<file path="src/rtl/load_store_unit.sv">
// load_store_unit: sequences byte/halfword load-store requests into byte accesses on DataMem.
// Optional macro LSU_WRAP_FAULT_EN: a wide access at the top address faults instead of wrapping.
module load_store_unit #(
    parameter int DATA_PATH_WIDTH = 8,
    parameter int ADDR_WIDTH      = 8
) (
    input  logic                         clk,
    input  logic                         rst,
    input  logic                         req_valid,
    output logic                         req_ready,
    input  logic                         req_wen,
    input  logic                         req_wide,
    input  logic [ADDR_WIDTH-1:0]        req_addr,
    input  logic [2*DATA_PATH_WIDTH-1:0] req_wdata,
    output logic                         rsp_valid,
    input  logic                         rsp_ready,
    output logic [2*DATA_PATH_WIDTH-1:0] rsp_rdata,
    output logic                         rsp_fault,
    output logic                         mem_wen,
    output logic [ADDR_WIDTH-1:0]        mem_addr,
    output logic [DATA_PATH_WIDTH-1:0]   mem_data_in,
    input  logic [DATA_PATH_WIDTH-1:0]   mem_data_out
);
    localparam int DW = DATA_PATH_WIDTH;
    localparam int AW = ADDR_WIDTH;

    typedef enum logic [1:0] {IDLE, ACC0, ACC1, RESP} state_t;

    state_t          state, state_nx;
    logic            wen_q, wide_q, fault_q, wrap_fault, accept;
    logic [AW-1:0]   addr_q;
    logic [2*DW-1:0] wdata_q, rdata_q;

`ifdef LSU_WRAP_FAULT_EN
    assign wrap_fault = req_wide && (&req_addr);
`else
    assign wrap_fault = 1'b0;
`endif

    assign accept    = (state == IDLE) && req_valid;
    assign req_ready = (state == IDLE);
    assign rsp_valid = (state == RESP);
    assign rsp_rdata = rdata_q;
    assign rsp_fault = fault_q;

    // next state and DataMem drive, all decoded from the current state
    always_comb begin
        state_nx    = state;
        mem_wen     = 1'b0;
        mem_addr    = '0;
        mem_data_in = '0;
        case (state)
            IDLE: state_nx = req_valid ? (wrap_fault ? RESP : ACC0) : IDLE;
            ACC0: begin
                state_nx    = wide_q ? ACC1 : RESP;
                mem_wen     = wen_q;
                mem_addr    = addr_q;
                mem_data_in = wen_q ? wdata_q[DW-1:0] : '0;
            end
            ACC1: begin
                state_nx    = RESP;
                mem_wen     = wen_q;
                mem_addr    = addr_q + AW'(1);
                mem_data_in = wen_q ? wdata_q[2*DW-1:DW] : '0;
            end
            RESP: state_nx = rsp_ready ? IDLE : RESP;
            default: state_nx = IDLE;
        endcase
    end

    // state register
    always_ff @(posedge clk or posedge rst) begin
        if (rst) state <= IDLE;
        else     state <= state_nx;
    end

    // request latch on accept, load data capture during the byte accesses
    always_ff @(posedge clk or posedge rst) begin
        if (rst) begin
            wen_q   <= 1'b0;
            wide_q  <= 1'b0;
            addr_q  <= '0;
            wdata_q <= '0;
            rdata_q <= '0;
            fault_q <= 1'b0;
        end else if (accept) begin
            wen_q   <= req_wen;
            wide_q  <= req_wide;
            addr_q  <= req_addr;
            wdata_q <= req_wdata;
            rdata_q <= '0;
            fault_q <= wrap_fault;
        end else if (state == ACC0 && !wen_q) begin
            rdata_q[DW-1:0] <= mem_data_out;
        end else if (state == ACC1 && !wen_q) begin
            rdata_q[2*DW-1:DW] <= mem_data_out;
        end
    end
endmodule
</file>
<file path="config.mk">
export PLATFORM = sky130hd
export DESIGN_NAME = load_store_unit
export DESIGN_NICKNAME = d
export VERILOG_FILES = /design/src/rtl/load_store_unit.sv
export SDC_FILE = /design/constraint.sdc
export NUM_CORES = 1
export LEC_CHECK = 0
export CAP_MARGIN = 5
export CORE_ASPECT_RATIO = 1.75
export CORE_UTILIZATION = 45
export DETAILED_ROUTE_END_ITERATION = 12
export PLACE_DENSITY_LB_ADDON = 0.25
export SYNTH_ARGS = -nofsm -noshare
export SYNTH_HDL_FRONTEND = slang
export SYNTH_SLANG_ARGS = --single-unit
</file>
<file path="constraint.sdc">
create_clock -name clk -period 4.31 [get_ports clk]
set_input_delay 0.6465 -clock clk [delete_from_list [all_inputs] [get_ports clk]]
set_output_delay 0.6465 -clock clk [all_outputs]
set_load 0.01 [all_outputs]
</file>
# Word level (Yosys, flattened, before mapping)
# Index checks and enable logic that the tools add are counted.
[classes] addsub=1 eq_ne=4 muxes=13 reduce_logical=9
[op_table] operator="8-bit two-way mux" n=5
[op_table] operator="8-bit case mux with 2 select lines" n=2
[op_table] operator="16-bit two-way mux" n=1
[op_table] operator="8-bit by 1-bit adder with 8-bit output, second input constant" n=1
[op_table] operator="2-bit case mux with 4 select lines" n=1
[op_table] operator="2-bit == test, second input constant" n=2
[op_table] operator="2-bit nonzero test" n=2
[op_table] operator="1-bit logical AND" n=3
[op_table] operator="1-bit two-way mux" n=3
[op_table] operator="2-bit by 1-bit == test with 1-bit output, second input constant" n=1
[op_table] operator="2-bit zero test" n=1
[op_table] operator="2-bit two-way mux" n=1
[op_table] operator="2-bit inequality test, second input constant" n=1
[op_table] operator="2-bit AND reduction" n=1
[op_table] operator="2-bit OR reduction" n=1
[op_table] operator="1-bit zero test" n=1
[word_totals] regBits=44 in_bits=38 output_inout_bits=36 elab_cells=34

# Logic depth before layout (Yosys ltp)
[logic_depth] depth_word=5 ltp_mapped=7 mapped_depth_nobuf=5

# Least setup slack after synthesis
# Ideal clock, no wire load.
[synth_path] path_type="reg2out" from="register state[0]" to="output mem_addr[6]" arrival_time_ns=1.450 path_slack_ns=2.214 path_stages_with_launch=7 cell_sequence="dfrtp_1 inv_1 ha_1 buf_2 nand4_1 or3_1 a21oi_1"
[synth_between] elab_chain_cells=2 word_cells_on_any_way=3 classes_between="eq/ne (2); mux (1)"
[synth_lines] item="from (decl)" line_no="29" text="state_t state, state_nx;"
[synth_lines] item="from (signal assigned)" line_no="74" text="else state <= state_nx;"
[synth_lines] item="2-bit == test or 2-bit by 1-bit == test with 1-bit output (tied branches)" line_no="52" text="case (state)"
[synth_lines] item="8-bit case mux with 2 select lines *" line_no="52"
[synth_lines] item="to (decl)" line_no="20" text="output logic [ADDR_WIDTH-1:0] mem_addr,"
# Every way passes the cells marked *; elsewhere a longest branch is shown, timed or not.

# Worst setup path after layout
[layout_path] from="register state[0]" to="output mem_addr[5]"
# The elaborated chain is that of the path after synthesis.

==> metrics.md <==
| Metric | Value |
|---|---|
| Slew @ Worst Pin | `~900 ps` |
| Worst setup SP type | `register` |
| Placed standard-cell area | `between 2000 and 3000 um^2` |
| Global route overflow | `0` |
| Post-synth top area cell | `dfrtp_1` |
| Top cells by area, synth | `dfrtp_1, mux2_2, mux2i_1` |
| Crit. End Element | `primary output` |
| Total of max-cap violations | `0` |
| Flop pwr share | `0.369` |
| Detail Placement HPWL | `~3400 um` |
| Resized cells post-CTS | `0` |
| Outcome | `completed` |
| FF+latch area | `about 1100 um^2` |
| Setup TNS | `0 ps` |
| Largest net degree at the start of global routing | `45` |
| Post-Syn Nets | `232` |
| Final Hold Fails | `0` |
| All-Layer GR Usage | `0.2051` |
| Pwr Density | `approximately 700 nW/um^2` |
| Vias in the first global route | `roughly 1600` |
| Routed Wire Length | `~4700 um` |
| Setup Buffers After CTS | `0` |
| Reg clk slew, reported paths | `about 80 ps` |
| DRT iter0 DRCs | `43` |
| Initial antenna violation count | `0` |
| Net Sw Frac | `0.3707` |
| Final instance area | `between 2000 and 3000 um^2` |
| Worst vdd rail ir drop | `0.0004811 V` |
| RSZ-0062 raised after global routing | `no` |
| Comb pwr share | `0.511` |
| Leak | `roughly 0.0013 uW` |
| Wire per inst | `~15 um` |
| Worst hold slack | `about 510 ps` |
| WS Path Type | `reg -> out` |
| Clock Skew | `7.138 ps` |
| DRC viols | `0` |
| Io pins | `between 70 and 80` |
| Initial Utilization | `0.4754` |
| Clk root buf | `clkbuf_8` |
| CTS tree | `done` |
| Die ar. | `5028 um^2` |
| Syn avg cell area | `11.34 um^2` |
| Gpl congestion | `roughly 0.74` |
| Slew Limit Fails | `0` |
| Slew headroom | `0.4000` |
| Ys Warns | `0` |
| Fill cell count | `386` |
| Die Wd | `about 54 um` |
| Post-synthesis cell count | `188` |
| Sw power | `767.9 uW` |
| Crit path from | `state[0]` |
| Final Power | `slightly above 2000 uW` |
| Sink Count | `44` |
| Final std cells w/o fill | `307` |
| Layout area overhead | `37.91%` |
| Clk buf depth | `2` |
| Port Buffers | `slightly above 70` |
| # hold bufs at CTS | `0` |
| Core Box Area | `4484 um^2` |
| Post-route ant nets | `0` |
| Fin crit share | `0.7902` |
| Vias | `roughly 1600` |
| Min-Delay Path Class | `reg -> reg` |
| Worst R2R Setup Slack | `1840 ps` |
| Finish-stage setup viols | `0` |
| Post-Syn Area | `roughly 2100 um^2` |
| TritonCTS Buffers | `5` |
| Top achievable clock speed | `0.2936 GHz` |
| Netlist cell types | `31` |
| Register bit total from synthesis | `44` |
| Nets | `approximately 300` |
| Dominant synthesized flop cell | `dfrtp_1` |
| Die height | `93.06 um` |
| Cell Rows | `32` |
| Share of cells above drive strength 1 | `0.1445` |
| Final Critical Period | `3406 ps` |
| Post-synth EDFFs | `0` |
| Area of the multi-input gates | `between 900 and 1000 um^2` |
| Clock group share of total power | `0.120` |
| Antenna Cells | `0` |
| Placed cells | `299` |
| Sequential fraction of the synthesis area | `0.5164` |
| Reg-to-reg startpoint | `state[0]` |
| CTS H-Tree Depth | `2` |
| Required time of the critical path | `3660 ps` |
| DR vias/cell | `around 5.3` |
| Crit path DAT | `~2800 ps` |
| Post-synthesis async set-or-reset flop share | `1.000` |
| First-pass GRT wire length | `about 7400 um` |
| P_int | `approximately 1300 uW` |
| 1st-pass router iterations | `4` |
| Hold Path Origin | `wdata_q[9]` |
| CP Max Fanout | `21` |
| Share of the synthesized area in the top cell type | `0.5164` |
| Clk_lat worst skew | `slightly below 300 ps` |
-- cells in the final DEF (no fill, tap or decap), drive strengths merged, types with 2 or more instances in the layout --
cell           instances
clkdlybuf4s50         72
mux2i                 16
o311ai                 2
mux2                  26
or4                    2
nand2b                 3
nor2                  27
a22oi                  9
nand4                  2
clkbuf                 7
inv                    9
a21oi                  8
a211oi                 2
dfrtp                 44
nand2                  5
ha                     6
nand3                  4
-- critical path: stages (launching register included) --
cell	delay, ps
dfrtp_1	410
inv_1	120
ha_1	630
inv_1	110
or4_1	520
a21oi_1	130
clkdlybuf4s50_1	540
-- sequential cells by signal, indices dropped and copies added (netlist names) --
register   cells
wen_q          1
wdata_q       16
rsp_rdata     16
addr_q         8
wide_q         1
state          2
-- cell usage after synthesis (3+ instances only) --
| library cell | instances |
|---|---|
| dfrtp_1 | 44 |
| nor2_1 | 27 |
| mux2_2 | 26 |
| mux2i_1 | 16 |
| a22oi_1 | 9 |
| buf_2 | 9 |
| inv_1 | 9 |
| a21oi_1 | 8 |
| ha_1 | 6 |
| nand2_1 | 5 |
| nand2b_1 | 3 |
| nand3_1 | 3 |
-- cell type report --
class / instances / share of cell area
Clock inverter: 1 / 0.002979
Sequential cell: 44 / 0.3745
Timing Repair Buffer: 72 / 0.2451
Inverter: 9 / 0.01149
Multi-Input combinational cell: 123 / 0.3183
Tap cell: 51 / 0.02170
Clock buffer: 7 / 0.02596
-- per-stage QoR --
stage               setup slack [ps]  utilization
finish                         904.2       0.6557
global placement                1284       0.6367
CTS                            897.8       0.6557
floorplan                       2214            -
global route                   698.9       0.6557
detailed placement              1210       0.6367
-- metal layers --
layer  track usage  part of all wire  routed length (um)
met1        0.2291              0.39                1841
met4       0.07051             0.012                  55
met2        0.3611              0.55                2628
met5             0                 0                   0
met3       0.05041             0.045                 215
-- final timing paths --
kind	endpoint	depth (start not counted)
max	mem_addr[5]	6
min	wdata_q[9]	1
max reg2reg	rsp_rdata[12]	5
min reg2reg	wdata_q[9]	1
max in group asynchronous	wdata_q[5]	2
min in group asynchronous	rsp_rdata[15]	2
-- power by group through the flow --
stage	combinational (uW)	sequential (uW)	clock [uW]
finish	1060	764	249
global route	1160	793	269
CTS	1070	764	260
detailed placement	1070	770	0
global placement	1040	760	0
floorplan	637	757	0
-- kinds of logic (layout without fill, tap and decap cells) --
family / after synthesis / after routing / share of synthesized area
and+or+nand+nor: 49 / 49 / 0.1074
DFF: 44 / 44 / 0.5164
muxes: 42 / 42 / 0.2124
AOI/OAI and AO/OA: 25 / 25 / 0.07922
buffers and inverters: 21 / 89 / 0.04753
adders and majority gates: 6 / 6 / 0.03521
other: 1 / 1 / 0.001759
(Power assumes the default switching activity.)
